`config.mk`:
```
export PLATFORM = sky130hd
export DESIGN_NAME = b_resolve_reporter
export DESIGN_NICKNAME = d
export VERILOG_FILES = /design/src/rtl/b_resolve_reporter.sv
export SDC_FILE = /design/constraint.sdc
export NUM_CORES = 1
export LEC_CHECK = 0
export ABC_AREA = 1
export CAP_MARGIN = 10
export CORE_MARGIN = 5
export CORE_UTILIZATION = 62
export CTS_CLUSTER_DIAMETER = 60
export DETAILED_ROUTE_END_ITERATION = 16
export GPL_TIMING_DRIVEN = 0
export PLACE_DENSITY = 0.95
export SLEW_MARGIN = 20
export SYNTH_ARGS = -nofsm -noshare
export SYNTH_HDL_FRONTEND = slang
export SYNTH_SLANG_ARGS = --single-unit
```
`constraint.sdc`:
```
create_clock -name clk -period 8.1 [get_ports clk]
set_input_delay 0.81 -clock clk [delete_from_list [all_inputs] [get_ports clk]]
set_output_delay 0.81 -clock clk [all_outputs]
set_load 0.01 [all_outputs]
```
`src/rtl/b_resolve_reporter.sv`:
```
// b_resolve_reporter
// Branch-resolution back end: counts consecutive correct predictions, turns
// each mispredict/flush into a 42-bit correction message, queues it, and
// delivers it to the fetch side over a 2-phase drive/free toggle handshake.
//
// Handshake semantics:
//   * Resolution input: a resolution transfers on a rising clk edge where
//     i_res_valid & o_res_ready are both 1. o_res_ready depends only on
//     registered queue occupancy (1 whenever the queue is not full).
//   * Fetch output: a new message is offered by toggling o_drive, with
//     o_data_42 updated on the same edge and held until the next offer.
//     The fetch side consumes it by making i_free equal to o_drive. i_free
//     is asynchronous and is only used after a 2-flop synchronizer.
module b_resolve_reporter #(
   parameter int FIFO_DEPTH = 4
) (
   input  logic        clk,
   input  logic        rst,
   input  logic        i_res_valid,
   output logic        o_res_ready,
   input  logic        i_res_mispredict,
   input  logic        i_res_flush,
   input  logic [2:0]  i_res_slot_3,
   input  logic [31:0] i_res_correctPc_32,
   output logic        o_drive,
   input  logic        i_free,
   output logic [41:0] o_data_42,
   output logic [2:0]  o_queued_3,
   output logic        o_dbg_state
);

   localparam int PW = (FIFO_DEPTH > 2) ? $clog2(FIFO_DEPTH) : 1;

   typedef enum logic {
      S_IDLE = 1'b0,
      S_WAIT = 1'b1
   } state_t;

   // Queue storage and wrap-around pointers (extra MSB tells full from empty)
   logic [41:0] r_mem [FIFO_DEPTH];
   logic [PW:0] r_wr_ptr;
   logic [PW:0] r_rd_ptr;
   logic [PW:0] w_count;
   logic [31:0] w_count_ext;
   logic        w_full;
   logic        w_empty;

   // Resolution side
   logic        w_accept;
   logic        w_enq;
   logic [7:0]  w_errpos;
   logic [41:0] w_msg;
   logic [2:0]  r_cnt;
   logic        w_unused_pc;

   // Transmit side
   logic        r_free_s1;
   logic        r_free_s2;
   state_t      r_state;
   state_t      w_state_nxt;
   logic        w_send;
   logic        w_pop;
   logic        w_acked;
   logic        r_drive;
   logic [41:0] r_data;

   assign w_count     = r_wr_ptr - r_rd_ptr;
   assign w_count_ext = {{(31 - PW){1'b0}}, w_count};
   assign w_empty     = (r_wr_ptr == r_rd_ptr);
   assign w_full      = (r_wr_ptr[PW] != r_rd_ptr[PW]) &&
                        (r_wr_ptr[PW-1:0] == r_rd_ptr[PW-1:0]);

   // A correct resolution also waits on a full queue so it can never
   // overtake a correction that is still waiting to be queued.
   assign o_res_ready = ~w_full;
   assign w_accept    = i_res_valid & ~w_full;
   assign w_enq       = w_accept & (i_res_mispredict | i_res_flush);

   // Mispredict wins over flush; a flush carries no error position.
   assign w_errpos    = i_res_mispredict ? (8'h01 << i_res_slot_3) : 8'h00;
   assign w_msg       = {i_res_mispredict, w_errpos, r_cnt, i_res_correctPc_32[31:2]};

   // Instruction-aligned PCs: the low two bits are never transmitted.
   assign w_unused_pc = ^i_res_correctPc_32[1:0];

   assign o_queued_3  = (w_count_ext > 32'd7) ? 3'd7 : w_count_ext[2:0];
   assign o_drive     = r_drive;
   assign o_data_42   = r_data;
   assign o_dbg_state = r_state;

   // Saturating run length of correct predictions, cleared by each correction
   always_ff @(posedge clk or negedge rst) begin
      if (!rst) begin
         r_cnt <= 3'd0;
      end else if (w_accept) begin
         if (i_res_mispredict | i_res_flush) begin
            r_cnt <= 3'd0;
         end else if (r_cnt != 3'd7) begin
            r_cnt <= r_cnt + 3'd1;
         end
      end
   end

   // Message storage; contents are don't-care until written, so no reset
   always_ff @(posedge clk) begin
      if (w_enq) begin
         r_mem[r_wr_ptr[PW-1:0]] <= w_msg;
      end
   end

   // Queue pointers; enqueue and pop in the same cycle are both honoured
   always_ff @(posedge clk or negedge rst) begin
      if (!rst) begin
         r_wr_ptr <= '0;
         r_rd_ptr <= '0;
      end else begin
         if (w_enq) begin
            r_wr_ptr <= r_wr_ptr + 1'b1;
         end
         if (w_pop) begin
            r_rd_ptr <= r_rd_ptr + 1'b1;
         end
      end
   end

   // Two-flop synchronizer for the asynchronous acknowledge toggle
   always_ff @(posedge clk or negedge rst) begin
      if (!rst) begin
         r_free_s1 <= 1'b0;
         r_free_s2 <= 1'b0;
      end else begin
         r_free_s1 <= i_free;
         r_free_s2 <= r_free_s1;
      end
   end

   // Transmit FSM state register
   always_ff @(posedge clk or negedge rst) begin
      if (!rst) begin
         r_state <= S_IDLE;
      end else begin
         r_state <= w_state_nxt;
      end
   end

   // Transmit FSM next state: offer the head, then wait for its acknowledge
   always_comb begin
      w_state_nxt = r_state;
      case (r_state)
         S_IDLE:  if (!w_empty) w_state_nxt = S_WAIT;
         S_WAIT:  if (w_acked)  w_state_nxt = S_IDLE;
         default: w_state_nxt = S_IDLE;
      endcase
   end

   // Transmit FSM outputs: send strobe in IDLE, pop strobe on acknowledge
   always_comb begin
      w_acked = (r_free_s2 == r_drive);
      w_send  = 1'b0;
      w_pop   = 1'b0;
      case (r_state)
         S_IDLE:  w_send = ~w_empty;
         S_WAIT:  w_pop  = w_acked;
         default: begin
            w_send = 1'b0;
            w_pop  = 1'b0;
         end
      endcase
   end

   // Request toggle and message register, updated together on each send
   always_ff @(posedge clk or negedge rst) begin
      if (!rst) begin
         r_drive <= 1'b0;
         r_data  <= 42'd0;
      end else if (w_send) begin
         r_drive <= ~r_drive;
         r_data  <= r_mem[r_rd_ptr[PW-1:0]];
      end
   end

endmodule

```
==> key figures, run 1 <==
Worst setup path
  – Crit-path cells: buf_2 -> inv_2 -> buf_2 -> ha_1 -> nand2_1 -> inv_1 -> nand3_2 -> clkdlybuf4s50_1
  – CP peak stage delay: 0.59 ns
  – CP endpoint kind: output port
  – Critical R2R Launch: r_rd_ptr[1]
  – WP data arrival: 2.87 ns
  – Reg2reg path depth: 11
  – CP Max Fanout: 11
  – CP Buf/Inv Count: 5
  – Worst r2r dst: r_mem[1][5]
  – WP data required: 7.29 ns
  – Setup Crit Path Kind: flop to output port
  – Setup crit start kind: flop
  – Flop-to-flop setup slack: 4.62 ns
  – Top cell by count, worst path: buf_2
  – Slowest stage cell, crit path: clkdlybuf4s50_1
  – Crit-path leading delay family: buffers and inverters

STA
  – Max frequency: 272 MHz
  – RSZ-0062 raised after global routing: false
  – Final Hold Viols: 0
  – # setup viols final: 0
  – Max transition margin: 50.0%
  – Worst slew pin tran: 0.750 ns
  – Fin Clk Skew: 0.0225 ns
  – Period utilisation layout: 45.4%
  – Fin crit period: 3.68 ns
  – Setup TNS: 0 ns
  – Final Max Tran Viols: 0
  – Final WS setup: 4.42 ns

Place
  – RD Place Congestion: 0.824
  – Placed Cells: 1229
  – Placed inst area: 10700 um2
  – Pre-CTS WS: 4.60 ns
  – DP HPWL: 14400 um
  – Port Buffer Count: 85

Synth
  – Syn_area_per_cell: 9.91 um2
  – Mapped Area: 9400 um2
  – EDFF count, synth: 168
  – Ranking of synthesized cells by area: edfxtp_1 54%, nand2_1 15%, dfrtp_1 15%, nor2_1 7.3%, inv_1 4.1%
  – Area leader, netlist: edfxtp_1
  – Synth top cells by count: 369 x nand2_1, 183 x nor2_1, 168 x edfxtp_1
  – Register bit total from synthesis: 223
  – Top_reg_cell synth: edfxtp_1
  – Unique masters post-synth: 23
  – Sequential element share of the synthesized area: 68.3%
  – Synth warn: 0
  – Async S/R FF share, synth: 24.7%
  – Area share of the largest cell type after synthesis: 53.7%
  – Syn Nets: 999
  – Most frequent cell after synthesis: nand2_1
  – Cells after Synth: 948

Die
  – Vert. Die Dim: 133 um
  – Die width: 133 um
  – Area of the core: 15000 um2
  – Full die area: 17700 um2
  – IO Pins: 89
  – Initial Utilization: 62.5%
  – Core Rows: 45

Final layout
  – Fraction of layout cells with a size suffix above 1: 7.86%
  – Final Util: 75.8%
  – Final std cells w/o fill: 1270
  – Synth-to-Final Area Change: 21.4%
  – Fin area: 11400 um2
  – Nets@finish: 1117

Clock network
  – CTS tree: yes
  – CTS Buf Count: 23
  – PostCTS Resize Cnt: 0
  – Insertion delay of the later-clocked pin in the worst-skew pair: 0.52 ns
  – Sink Count: 223
  – Max clock buf depth: 3
  – Clock root buffer: clkbuf_16
  – Cts hold-fix bufs: 0
  – CTS clk-pin slew, worst paths: 0.06 ns
  – Postcts setup bufs: 0
  – H-Tree Depth: 1

Routing
  – Post-Route WL: 22900 um
  – Pre-Repair DR Iteration Count: 7
  – Routed via count: 6855
  – Vias/cell: 5.40
  – Final routed DRC violation total: 0
  – Iter 0 DRT Violations: 695
  – Antenna violation net count after detailed routing: 0
  – Routed wire per std cell: 18.0 um

Min path
  – Hold depth: 0
  – Worst Hold Class: flop to flop
  – Min-Delay Endpoint: r_free_s2
  – HP Start: r_free_s1

Global route
  – First-pass GRT wire length: 36200 um
  – GRT Overall Usage: 26.1%
  – Vias in the first global route: 7204
  – Pin count of the biggest net entering global routing: 56
  – Initial antenna violation count: 1
  – Grt total ovfl: 0

Power
  – Power Density: 390 nW/um2
  – Worst vdd ir: 0.000348 V
  – Leakage power: 0.00513 uW

Run status
  – Status: finished clean

Run
  – Max Cap Viol: 0
==> cell type report <==
class                   instances  area [um2]
diodes                          1        2.50
plain buffers                  38         231
clock buffers                  31         626
clock inverters                 9        45.0
fillers                       904        3630
inverters                     104         390
multi-input cells             583        2380
flip-flops and latches        223        6420
well taps                     188         235
repair buffers                 93        1070
==> through the flow <==
stage / total power [uW] / hold WS (ns)
floorplan: 2700 / 0.331
global placement: 3290 / 0.334
detailed placement: 3450 / 0.348
CTS: 4440 / 0.353
global route: 4700 / 0.358
finish: 4450 / 0.350
==> routing by layer <==
metal / track usage (%) / vias to the layer above / wire length, um
met2: 46.0 / 383 / 11800
met3: 4.87 / 94 / 1840
met5: 0 / - / 0
met1: 31.5 / 3211 / 8290
li1: - / 3167 / -
met4: 11.6 / 0 / 918
==> layout by cell type (no fill, tap or decap) <==
cell / n
nand2_1: 369
nor2_1: 179
edfxtp_1: 168
inv_1: 102
clkdlybuf4s50_1: 84
dfrtp_1: 55
clkbuf_16: 23
buf_2: 20
clkbuf_1: 11
buf_4: 10
ha_1: 9
buf_16: 8
nand4_1: 6
clkinv_2: 5
nand3_1: 4
nor2_4: 4
buf_6: 4
clkinv_1: 3
inv_2: 2
nand2_2: 2
xor2_1: 2
clkbuf_8: 2
diode_2: 1
or2_2: 1
nand3_2: 1
nand2_4: 1
a31oi_1: 1
a21oi_4: 1
o21ai_0: 1
o21ai_1: 1
fa_1: 1
inv_6: 1
==> registers in the layout, indices dropped and copies added, names as in the netlist <==
name / count
o_data_42: 42
o_dbg_state: 1
o_drive: 1
r_cnt: 3
r_free_s1: 1
r_free_s2: 1
r_mem: 168
r_rd_ptr: 3
r_wr_ptr: 3
==> logic make-up (layout without fill, tap and decap cells) <==
family / count (synthesis) / count (layout) / synth area share, %
other: 0 / 1 / 0
AO/OA/AOI/OAI: 4 / 4 / 0.346
flip-flops: 223 / 223 / 68.3
adder cells (fa/ha/maj): 10 / 10 / 1.41
buffers and inverters: 142 / 275 / 6.62
XOR/XNOR: 2 / 2 / 0.186
AND/OR/NAND/NOR: 567 / 567 / 23.1
==> worst max path at each step <==
stage / startpoint / end / slack [ns] / depth (start not counted)
after floorplan: r_rd_ptr[1] / r_mem[0][0] / 4.28 / 9
after global placement: i_res_mispredict / r_mem[3][5] / 2.44 / 5
after detailed placement: i_res_mispredict / r_mem[1][5] / 4.60 / 7
after CTS: r_rd_ptr[1] / o_res_ready / 4.42 / 8
after global routing: r_rd_ptr[1] / o_res_ready / 4.30 / 8
final: r_rd_ptr[1] / o_res_ready / 4.42 / 8
==> report_power, final <==
group	internal, uW	total [uW]	switching (uW)
Combinational	704	1840	1140
Clock	539	959	420
Sequential	1520	1650	126
Total	2770	4450	1680
No activity file was read; power rests on OpenSTA's default activity.
==> inputs of run 2 (changes only) <==
--- a/config.mk
+++ b/config.mk
@@ -8,11 +8,11 @@
 export ABC_AREA = 1
 export CAP_MARGIN = 10
 export CORE_MARGIN = 5
-export CORE_UTILIZATION = 62
+export CORE_UTILIZATION = 57
 export CTS_CLUSTER_DIAMETER = 60
 export DETAILED_ROUTE_END_ITERATION = 16
 export GPL_TIMING_DRIVEN = 0
-export PLACE_DENSITY = 0.95
+export PLACE_DENSITY = 0.89
 export SLEW_MARGIN = 20
 export SYNTH_ARGS = -nofsm -noshare
 export SYNTH_HDL_FRONTEND = slang
==> constraint.sdc (replaced) <==
create_clock -name clk -period 3.8 [get_ports clk]
set_input_delay 0.38 -clock clk [delete_from_list [all_inputs] [get_ports clk]]
set_output_delay 0.38 -clock clk [all_outputs]
set_load 0.01 [all_outputs]
==> run 2 against run 1 <==
Combinational power increased by 110%. Routed wire length is 4.7% lower. Critical path depth increased by 3. Total power grew 120%. Die area is 8.1% higher. Highest routed layer unchanged.
==> key figures, run 2 (synthesis results as in run 1) <==
Clock network
  – CTS clk-pin slew, worst paths: 0.06 ns (about the same)
  – CTS Buf Count: 23 (unchanged)
  – Max clock buf depth: 3 (unchanged)
  – Insertion delay of the later-clocked pin in the worst-skew pair: 0.52 ns (about the same)
  – Sink Count: 223 (unchanged)
  – Clock root buffer: clkbuf_16
  – Postcts setup bufs: 0 (unchanged)
  – H-Tree Depth: 1 (unchanged)
  – CTS tree: yes
  – PostCTS Resize Cnt: 0 (unchanged)

Place
  – RD Place Congestion: 0.820 (-0.44%)
  – Placed Cells: 1261 (+2.6%)
  – Port Buffer Count: 85 (unchanged)
  – Placed inst area: 10800 um2 (+0.37%)
  – DP HPWL: 13600 um (-5.4%)

Final layout
  – Final Util: 70.8% (-5.0 points)
  – Fraction of layout cells with a size suffix above 1: 8.30% (+0.44 points)
  – Layout fillers: 1098 (+21%)
  – Largest register FFs: 168 (unchanged)
  – Final std cells w/o fill: 1306 (+2.8%)
  – Commonest cells after routing, fill and taps aside: 369 x nand2_1, 179 x nor2_1, 168 x edfxtp_1, 102 x inv_1, 84 x clkdlybuf4s50_1
  – Fin area: 11600 um2 (+1.5%)
  – Nets@finish: 1118 (+0.090%)
  – Synth-to-Final Area Change: 23.2%
  – Commonest non-fill, non-tap cell in the layout: nand2_1

Power
  – Worst vdd ir: 0.000511 V (+47%)
  – Pwr Total: 9720 uW (+120%)
  – Leakage power: 0.00519 uW (+1.2%)
  – Power Density: 839 nW/um2 (+120%)

Die
  – Die width: 138 um (+4.0%)
  – Vert. Die Dim: 138 um (+4.0%)
  – IO Pins: 89 (unchanged)
  – Full die area: 19200 um2 (+8.1%)
  – Initial Utilization: 57.5% (-5.0 points)
  – Core Rows: 47 (+4.4%)
  – Area of the core: 16300 um2 (+8.7%)

Routing
  – Vias/cell: 5.21 (-3.5%)
  – Iter 0 DRT Violations: 698 (+0.43%)
  – Antenna violation net count after detailed routing: 0 (unchanged)
  – Routed wire per std cell: 16.7 um (-7.3%)
  – Final routed DRC violation total: 0 (unchanged)
  – Post-Route WL: 21800 um (-4.7%)
  – Pre-Repair DR Iteration Count: 5 (-2)
  – Routed via count: 6801 (-0.79%)

STA
  – Period utilisation layout: 94.1%
  – Final Max Tran Viols: 0 (unchanged)
  – Max transition margin: 49.8% (-0.24 points)
  – Worst slew pin tran: 0.753 ns (+0.00356 ns)
  – Max frequency: 280 MHz
  – # setup viols final: 0 (unchanged)
  – RSZ-0062 raised after global routing: false
  – Setup TNS: 0 ns (unchanged)
  – Final Hold Viols: 0 (unchanged)
  – Fin crit period: 3.58 ns
  – Fin Clk Skew: 0.0223 ns (-0.000202 ns)

Global route
  – Pin count of the biggest net entering global routing: 56 (unchanged)
  – Grt total ovfl: 0 (unchanged)
  – First-pass GRT wire length: 34400 um (-4.8%)
  – GRT Overall Usage: 22.4% (-3.7 points)
  – Vias in the first global route: 6934 (-3.7%)
  – Initial antenna violation count: 2 (+1)

Worst setup path
  – WP data arrival: 3.78 ns (+0.91 ns)
  – Setup crit start kind: flop
  – WP data required: 4.01 ns (-3.28 ns)
  – CP Max Fanout: 17 (+6)
  – CP endpoint kind: flop
  – Setup Crit Path Kind: flop to flop

Run
  – Max Cap Viol: 0 (unchanged)

Min path
  – Worst Hold Class: input pin to flop

Run status
  – Status: finished clean
run 2: changes by cell type in the layout (fill, tap and decap cells not counted), sizes merged:
cell and delta:
clkinv -5, dlygate4sd3 +1, bufinv +3, diode +1, clkbuf +4
run 2: timing repair:
action / CTS / global route
hold endpoints to repair: 55 / 0
setup endpoints to repair: 0 / 0
hold buffers: 1 / 0
run 2: per-stage QoR:
stage,setup slack [ns],hold WS (ns)
floorplan,-0.0158,0.0844
global placement,-1.66,0.334
detailed placement,0.413,0.337
CTS,0.292,0.204
global route,0.110,0.243
finish,0.223,0.211
run 2: path summary, 6_finish.rpt:
check                           depth (start not counted)        start  slack, ns            end
worst min-delay path                                    3  i_res_valid       0.21    r_wr_ptr[1]
worst min register to register                          0    r_free_s1       0.36      r_free_s2
worst max-delay path                                   11  r_rd_ptr[1]       0.22    r_mem[0][5]
max in group asynchronous                               2          rst       2.81   o_data_42[1]
min in group asynchronous                               2          rst       0.50  o_data_42[39]
worst max register to register                         11  r_rd_ptr[1]       0.22    r_mem[0][5]
run 2: layout make-up:
cell class / count / area [um2] / share of cell area [%]
Buffer: 38 / 231 / 2.00
Antenna cell: 2 / 5.00 / 0.0432
Timing Repair Buffer: 94 / 1080 / 9.31
Sequential cell: 223 / 6420 / 55.5
Clock inverter: 7 / 114 / 0.983
Tap cell: 220 / 275 / 2.38
Clock buffer: 35 / 681 / 5.88
Multi-Input combinational cell: 583 / 2380 / 20.6
Inverter: 104 / 390 / 3.37
run 2: power breakdown:
group,internal [uW],switching [uW]
Sequential,3250,255
Clock,1440,887
Combinational,1500,2390
Total,6190,3530
run 2: routing by layer:
metal / track usage [%] / up-vias / wire length [um]
met5: 0 / - / 0
met1: 28.0 / 3164 / 8050
met4: 8.79 / 0 / 738
met2: 39.1 / 384 / 11100
li1: - / 3187 / -
met3: 4.14 / 66 / 1920
run 2: worst max-delay path, cell delays in order, from the launching register on:
cell and delay (ns):
dfrtp_1 0.40, buf_2 0.18, inv_2 0.17, buf_2 0.30, ha_1 0.29, nand2_1 0.07, inv_1 0.13, nand3_2 0.20
nand3_1 0.45, nor2_4 0.65, buf_16 0.23, buf_16 0.18
